`config.mk`:
```
export PLATFORM = sky130hd
export DESIGN_NAME = pipe_hazard_ctrl
export DESIGN_NICKNAME = d
export VERILOG_FILES = /design/src/rtl/pipe_hazard_ctrl.sv
export SDC_FILE = /design/constraint.sdc
export NUM_CORES = 1
export LEC_CHECK = 0
export CAP_MARGIN = 20
export CORE_ASPECT_RATIO = 0.75
export CORE_UTILIZATION = 53
export CTS_CLUSTER_SIZE = 16
export DETAILED_ROUTE_END_ITERATION = 16
export GPL_ROUTABILITY_DRIVEN = 0
export PLACE_DENSITY = 0.84
export SLEW_MARGIN = 0
export SYNTH_ARGS = -nofsm -noshare
export SYNTH_HDL_FRONTEND = slang
export SYNTH_SLANG_ARGS = --single-unit
```
`constraint.sdc`:
```
create_clock -name clk_i -period 6.4 [get_ports clk_i]
set_input_delay 0.64 -clock clk_i [delete_from_list [all_inputs] [get_ports clk_i]]
set_output_delay 0.64 -clock clk_i [all_outputs]
set_load 0.02 [all_outputs]
```
`src/rtl/pipe_hazard_ctrl.sv`:
```
// ============================================================================
// pipe_hazard_ctrl
// ----------------------------------------------------------------------------
// Purpose:
//   Sequences the write enables of a 5-stage pipeline (PC, IF/ID, ID/EX,
//   EX/MEM, MEM/WB) around hazards.
//     - Holds the front of the pipe and injects bubbles for BOOT_CYC clocks
//       after reset release.
//     - Stalls PC and IF/ID and bubbles ID/EX on a load-use hazard.
//     - Flushes IF/ID on a taken branch.
//     - Freezes the whole pipe while a data-memory access is outstanding.
//     - Raises a sticky error if a memory wait lasts MEM_TMO cycles.
//     - Keeps saturating stall/flush cycle counters.
//
// Parameters:
//   BOOT_CYC  cycles the pipe is held after reset release
//   MEM_TMO   MEM_WAIT cycles before err_o is raised
//   CNT_W     width of the performance counters
//
// Ports:
//   clk_i           clock, rising edge
//   rst_i           asynchronous reset, active low
//   ID_rs1_i        rs1 of the instruction in ID
//   ID_rs2_i        rs2 of the instruction in ID
//   ID_uses_rs2_i   instruction in ID reads rs2
//   EX_rd_i         rd held in ID/EX
//   EX_MemRead_i    MemRead held in ID/EX
//   branch_taken_i  branch in ID resolved taken
//   dmem_req_i      MEM stage has an access in flight
//   dmem_ack_i      data memory completes the access this cycle
//   PCWrite_o       PC update enable
//   IFID_Write_o    IF/ID update enable
//   IFID_Flush_o    IF/ID loads a NOP
//   IDEX_Bubble_o   zero all control fields entering ID/EX
//   pipe_hold_o     EX/MEM and MEM/WB hold their contents
//   err_o           sticky memory timeout flag
//   stall_cnt_o     cycles with PCWrite_o=0, saturating
//   flush_cnt_o     cycles with IFID_Flush_o=1, saturating
// ============================================================================
module pipe_hazard_ctrl #(
    parameter int BOOT_CYC = 2,
    parameter int MEM_TMO  = 64,
    parameter int CNT_W    = 16
) (
    input  logic             clk_i,
    input  logic             rst_i,
    input  logic [4:0]       ID_rs1_i,
    input  logic [4:0]       ID_rs2_i,
    input  logic             ID_uses_rs2_i,
    input  logic [4:0]       EX_rd_i,
    input  logic             EX_MemRead_i,
    input  logic             branch_taken_i,
    input  logic             dmem_req_i,
    input  logic             dmem_ack_i,
    output logic             PCWrite_o,
    output logic             IFID_Write_o,
    output logic             IFID_Flush_o,
    output logic             IDEX_Bubble_o,
    output logic             pipe_hold_o,
    output logic             err_o,
    output logic [CNT_W-1:0] stall_cnt_o,
    output logic [CNT_W-1:0] flush_cnt_o
);

    localparam int BOOT_W = (BOOT_CYC > 1) ? $clog2(BOOT_CYC) : 1;
    localparam int TMO_W  = $clog2(MEM_TMO + 1);

    typedef enum logic [1:0] {
        ST_BOOT,
        ST_RUN,
        ST_MEM_WAIT
    } state_t;

    state_t            r_state;
    logic [BOOT_W-1:0] r_boot_cnt;
    logic [TMO_W-1:0]  r_tmo_cnt;
    logic              r_err;
    logic [CNT_W-1:0]  r_stall_cnt;
    logic [CNT_W-1:0]  r_flush_cnt;

    logic w_freeze;
    logic w_load_use;

    // The freeze condition is evaluated identically in RUN and MEM_WAIT, so an
    // ack (or a dropped request) releases the pipe in the same cycle it arrives.
    assign w_freeze   = (r_state != ST_BOOT) && dmem_req_i && !dmem_ack_i;
    assign w_load_use = EX_MemRead_i && (EX_rd_i != 5'd0) &&
                        ((EX_rd_i == ID_rs1_i) ||
                         (ID_uses_rs2_i && (EX_rd_i == ID_rs2_i)));

    // Enable decode. A branch that loses to a stall is not recorded anywhere:
    // it stays in ID because IF/ID is held, so it wins once the stall clears.
    always_comb begin
        PCWrite_o     = 1'b1;
        IFID_Write_o  = 1'b1;
        IFID_Flush_o  = 1'b0;
        IDEX_Bubble_o = 1'b0;
        pipe_hold_o   = 1'b0;
        if (r_state == ST_BOOT) begin
            PCWrite_o     = 1'b0;
            IFID_Write_o  = 1'b0;
            IDEX_Bubble_o = 1'b1;
        end else if (w_freeze) begin
            PCWrite_o     = 1'b0;
            IFID_Write_o  = 1'b0;
            pipe_hold_o   = 1'b1;
        end else if (w_load_use) begin
            PCWrite_o     = 1'b0;
            IFID_Write_o  = 1'b0;
            IDEX_Bubble_o = 1'b1;
        end else if (branch_taken_i) begin
            IFID_Flush_o  = 1'b1;
        end
    end

    // State machine, timeout watchdog and performance counters. The counters
    // sample the decoded enables, so BOOT cycles count as stalls too.
    always_ff @(posedge clk_i or negedge rst_i) begin
        if (!rst_i) begin
            r_state     <= ST_BOOT;
            r_boot_cnt  <= '0;
            r_tmo_cnt   <= '0;
            r_err       <= 1'b0;
            r_stall_cnt <= '0;
            r_flush_cnt <= '0;
        end else begin
            if (!PCWrite_o && (r_stall_cnt != {CNT_W{1'b1}}))
                r_stall_cnt <= r_stall_cnt + CNT_W'(1);
            if (IFID_Flush_o && (r_flush_cnt != {CNT_W{1'b1}}))
                r_flush_cnt <= r_flush_cnt + CNT_W'(1);

            unique case (r_state)
                ST_BOOT: begin
                    if (r_boot_cnt == BOOT_W'(BOOT_CYC - 1))
                        r_state <= ST_RUN;
                    else
                        r_boot_cnt <= r_boot_cnt + BOOT_W'(1);
                end
                ST_RUN: begin
                    if (w_freeze) begin
                        r_state   <= ST_MEM_WAIT;
                        r_tmo_cnt <= '0;
                    end
                end
                ST_MEM_WAIT: begin
                    // The watchdog only flags; the pipe keeps waiting for the ack.
                    if (r_tmo_cnt != TMO_W'(MEM_TMO))
                        r_tmo_cnt <= r_tmo_cnt + TMO_W'(1);
                    if (r_tmo_cnt == TMO_W'(MEM_TMO - 1))
                        r_err <= 1'b1;
                    if (!dmem_req_i || dmem_ack_i)
                        r_state <= ST_RUN;
                end
                default: r_state <= ST_BOOT;
            endcase
        end
    end

    assign err_o       = r_err;
    assign stall_cnt_o = r_stall_cnt;
    assign flush_cnt_o = r_flush_cnt;

endmodule

```
# ---- After elaboration in Yosys (flattened, before gate mapping)
# Index checks and enable logic that the tools add are counted.
dict set report word_totals {
  register_bits 43
  latch_bits 0
  ramBits 0
  mem_bits_ro 0
  out_inout_bits 38
  memories 0
}
dict set report classes {
  n_addsub 4
  multipliers 0
  n_div 0
  magnitude_cmp 0
  n_eq_ne 12
  shifts 0
  muxes 20
  bitwise_logic 0
  reduce_logical 19
}
# operator count
set ops {}
lappend ops {{16-bit by 1-bit adder with 16-bit output, second input constant} 2}
lappend ops {{16-bit != test, second input constant} 2}
lappend ops {{7-bit 2-to-1 mux} 2}
lappend ops {{7-bit one-hot mux with 2 select lines} 1}
lappend ops {{1-bit 2-to-1 mux} 13}
lappend ops {{5-bit == test} 2}
lappend ops {{2-bit != test, second input constant} 4}
lappend ops {{7-bit by 1-bit adder with 7-bit output, second input constant} 1}
lappend ops {{7-bit by 6-bit == test with 1-bit output, second input constant} 1}
lappend ops {{1-bit logical AND} 7}
lappend ops {{7-bit != test, second input constant} 1}
lappend ops {{2-bit 2-to-1 mux} 3}
lappend ops {{2-bit one-hot mux with 3 select lines} 1}
lappend ops {{3-bit AND reduction} 2}
lappend ops {{5-bit nonzero test} 1}
lappend ops {{2-bit nonzero test} 2}
lappend ops {{1-bit logical NOT} 3}
lappend ops {{2-bit by 1-bit == test with 1-bit output, second input constant} 1}
lappend ops {{2-bit == test, second input constant} 1}
lappend ops {{2-bit logical NOT} 1}
lappend ops {{1-bit logical OR} 2}
lappend ops {{2-bit AND reduction} 1}
lappend ops {{1-bit adder, second input constant} 1}

# ---- Depth between registers and ports, before layout
dict set report logic_depth {
  word_depth 9
  mapped_depth 8
  mapped_depth_nobuf 7
}

# ---- Least setup slack after synthesis
# OpenSTA, ideal clock, no wires.
dict set report synth_timing {
  path_type {input to output}
  startpoint {input port EX_rd_i[1]}
  endpoint {output port PCWrite_o}
  arrival_time_ns 1.959
  setup_slack_ns 3.801
  cell_stages 6
  n_path_buf 2
  cell_sequence {or4_4 > o21ai_4 > o21ai_4 > inv_2 > buf_6 > buf_4}
}
dict set report synth_via {
  elab_chain_len 7
}
# item line_no
set synth_lines {}
lappend synth_lines {{start, declared} 50} ;# input logic [4:0] EX_rd_i,
lappend synth_lines {{5-bit == test} 89} ;# (ID_uses_rs2_i && (EX_rd_i == ID_rs2_i)));
lappend synth_lines {{1-bit logical AND} 89}
lappend synth_lines {{1-bit logical OR} 88} ;# ((EX_rd_i == ID_rs1_i) ||
lappend synth_lines {{1-bit logical AND *} 87} ;# assign w_load_use = EX_MemRead_i && (EX_rd_i != 5'd0) &&
lappend synth_lines {{1-bit 2-to-1 mux * (3 in series)} --}
lappend synth_lines {{end, declared} 55} ;# output logic PCWrite_o,
# Every way passes the cells marked *; elsewhere a longest branch is shown, timed or not.

# ---- Worst setup path in the final report
dict set report layout_timing {
  startpoint {input port EX_rd_i[1]}
  endpoint {output port IFID_Flush_o}
}
dict set report layout_via {
  elab_chain_len 7
}
# item line_no
set layout_lines {}
lappend layout_lines {{5-bit == test} 89}
lappend layout_lines {{1-bit logical AND} 89}
lappend layout_lines {{1-bit logical OR} 88}
lappend layout_lines {{1-bit logical AND *} 87}
lappend layout_lines {{1-bit 2-to-1 mux *} 107} ;# end else if (w_load_use) begin
lappend layout_lines {{1-bit 2-to-1 mux *} 103} ;# end else if (w_freeze) begin
lappend layout_lines {{1-bit 2-to-1 mux *} 99} ;# if (r_state == ST_BOOT) begin
lappend layout_lines {{end, declared} 57} ;# output logic IFID_Flush_o,
# Marks and branches as above.

==> flow_metrics.env <==
export IMPL_run_status="finished, final reports clean"
export IMPL_grt_pass1_wl_um=8800
export IMPL_insertion_delay_ns=0.31
export IMPL_drive_above_1_share_pct=10.1
export IMPL_finalClockSkew_ns=0.00989
export IMPL_dp_hpwl_um=3850
export IMPL_r2r_end="stall_cnt_o[1]"
export IMPL_syn_instance_count=227
export IMPL_numCtsBuffers=5
export IMPL_max_freq_ghz=0.270
export IMPL_period_needed_ns=3.70
export IMPL_rsz0062_at_grt="no"
export IMPL_avgSynthCellArea_um2=10.5
export IMPL_startpoint_type="input pin"
export IMPL_setup_worst_path_start="EX_rd_i[1]"
export IMPL_irDropWorstVdd_mv=0.249
export IMPL_drt_iter0_drc=122
export IMPL_reg2reg_depth=6
export IMPL_postLayoutCellArea_mm2=0.00307
export IMPL_synth_seq_cells=43
export IMPL_antenna_cells=0
export IMPL_maxSlewHeadroom_pct=36.5
export IMPL_clock_path_buffers=2
export IMPL_synth_async_reset_ratio_pct=100
export IMPL_first_pass_iters=5
export IMPL_cts_hold_buf=0
export IMPL_grt_pass1_vias=1882
export IMPL_num_rows=20
export IMPL_arrival_ns=3.06
export IMPL_worst_path_max_delay_cell="clkdlybuf4s50_1"
export IMPL_clockRootBuffer="clkbuf_8"
export IMPL_ff_latch_area_mm2=0.00108
export IMPL_io_buffers=59
export IMPL_die_h_um=60.0
export IMPL_finalWirelength_um=5280
export IMPL_die_x_um=79.3
export IMPL_stdcell_count=342
export IMPL_globalRouteTotalUtil_pct=24.7
export IMPL_core_area_mm2=0.00418
export IMPL_syn_to_final_growth_pct=29.1
export IMPL_placedInstanceArea_mm2=0.00298
export IMPL_cp_required_ns=5.76
export IMPL_cp_end_kind="output port"
export IMPL_cp_depth=6
export IMPL_report_final_slew_viol_count=0
export IMPL_clkSinkCount=43
export IMPL_setup_slack_ns=2.70
export IMPL_nFillCells=301
export IMPL_synth_top_cell_by_area="dfrtp_1"
export IMPL_critPathTopFamily="buffers and inverters"
export IMPL_die_area_mm2=0.00476
export IMPL_hp_start="r_boot_cnt"
export IMPL_synth_area_top_cells="dfrtp_1 45%, xor2_1 10%, a31oi_1 3.2%"
export IMPL_ys_flop_type="dfrtp_1"
export IMPL_r2r_start="stall_cnt_o[0]"
export IMPL_leakagePower_nw=1.33
export IMPL_seq_area_frac_synth_pct=45.3
export IMPL_wl_per_cell_um=15.4
export IMPL_setup_viol=0
export IMPL_ant_nets=0
export IMPL_synth_top_cell_area_share_pct=45.3
export IMPL_grt_max_degree=44
export IMPL_finish_utilization_pct=73.4
export IMPL_ctsResizeCount=0
export IMPL_ioPinCount=60
export IMPL_via_per_inst=5.73
export IMPL_htreeDepth=2
export IMPL_grt_overflow=0
export IMPL_yosysWarnings=0
export IMPL_synth_edf_count=0
export IMPL_nets=313
export IMPL_rrSetupSlack_ns=4.02
export IMPL_cap_violations=0
export IMPL_critPathMaxStageDelay_ns=0.69
export IMPL_finalHoldViolCount=0
export IMPL_finalSetupTns_ns=0
export IMPL_fin_crit_sh_pct=57.9
export IMPL_drc=0
export IMPL_min_path_type="reg2reg"
export IMPL_holdPathStages=1
export IMPL_antenna_found_initial=0
export IMPL_tritoncts="yes"
export IMPL_power_per_cell_area_mw_per_mm2=325
export IMPL_cp_cell_sequence="clkdlybuf4s50_1 > or4_4 > o21ai_4 > o21ai_4 > nor2_1 > clkdlybuf4s50_1"
export IMPL_holdPathEnd="r_boot_cnt"
export IMPL_start_util_pct=56.9
export IMPL_multi_input_comb_area_mm2=0.00121
export IMPL_cts_clk_slew_worst_paths_ns=0.08
export IMPL_placed_cells=335
export IMPL_critPathMaxFanout=9
export IMPL_synth_area_mm2=0.00238
export IMPL_pre_cts_ws_ns=2.72
export IMPL_path_buf_inv=2
export IMPL_worst_slew_pin_slew_ns=0.953
export IMPL_crit_type="in2out"
export IMPL_cts_setup_buffers=0
export IMPL_synth_cell_types=46
export IMPL_syn_nets=253
export IMPL_vias=1958
==> flip-flops by register name, indices dropped and copies added, names as in the netlist <==
signal,cells
flush_cnt_o,16
err_o,1
r_tmo_cnt,7
stall_cnt_o,16
r_boot_cnt,1
r_state,2
==> power breakdown <==
part / total (mW) / internal [mW] / switching (mW)
registers: 0.409 / 0.330 / 0.0784
clock network: 0.179 / 0.0848 / 0.0938
logic: 0.409 / 0.184 / 0.225
==> cells in the final DEF (no fill, tap or decap), types with 3 or more instances in the layout <==
master            n
ha_1              4
nor2_1           19
clkbuf_8          6
nor3_1            6
xor2_1           27
a31oi_1          12
nand3_1           7
and3_1            7
nand2b_1          4
clkdlybuf4s50_1  58
nor4_2            5
nor3_2            5
dfrtp_1          43
inv_1             9
nor2b_1           3
and4_1            3
nand2_1          10
a21oi_1           8
xnor2_1           5
and2_1            3
nand4_1          10
==> cell type report <==
class	instances	area share (%)
inverter	10	1.22
clock inverter	1	0.163
timing repair buffer	59	19.1
sequential	43	35.1
clock buffer	6	2.69
multi-input combinational	168	39.5
tap	55	2.24
==> worst reg2reg max path: cells and delay by family (launching register included) <==
kind,cells,cell delay [ns]
flops,1,0.41
simple gates,4,1.31
mux,1,0.33
fa+ha+maj,1,0.22
==> kinds of logic after synthesis <==
family | share of synthesized area (%)
xor gates and xnor gates | 11.8
muxes | 1.42
DFF | 45.3
buffers and inverters | 3.69
adders and majority gates | 2.11
and+or+nand+nor | 24.1
AOI/OAI and AO/OA | 11.6
==> worst max-delay path by stage <==
stage                    to
3_5_place_dp      PCWrite_o
2_1_floorplan     PCWrite_o
6_report       IFID_Flush_o
3_3_place_gp      PCWrite_o
4_1_cts        IFID_Flush_o
5_1_grt        IFID_Flush_o
==> synthesized netlist by cell type, types with 2 or more instances <==
cell type / count
or4_4: 2
o31ai_1: 2
nand4_1: 10
a21o_1: 2
nand3_1: 7
nand2b_1: 4
nor4_1: 2
a31oi_1: 12
nor2b_1: 3
and2_1: 3
nand2_1: 10
nor3_1: 6
xnor2_1: 5
dfrtp_1: 43
o21ai_4: 2
a21oi_1: 8
and4_1: 3
nor2_1: 19
a41oi_1: 2
nor4_2: 5
mux2_1: 2
xor2_1: 27
nor3_2: 5
buf_6: 3
ha_1: 4
and3_1: 7
o21ai_0: 2
inv_1: 9
==> stage by stage <==
stage                     power [mW]  hold WS, ns
after global placement         0.808        0.447
after CTS                       1.00        0.470
after global routing            1.05        0.476
after detailed placement       0.821        0.450
final                          0.996        0.467
after floorplan                0.642        0.344
==> routing by layer <==
layer | track usage [%] | vias up | wire length (um)
met5 | 0 | - | 0
met4 | 11.7 | 0 | 121
met3 | 5.34 | 11 | 305
met2 | 38.8 | 68 | 2350
met1 | 32.9 | 939 | 2510
li1 | - | 940 | -
Note: power is estimated with default switching activity, not from simulation.
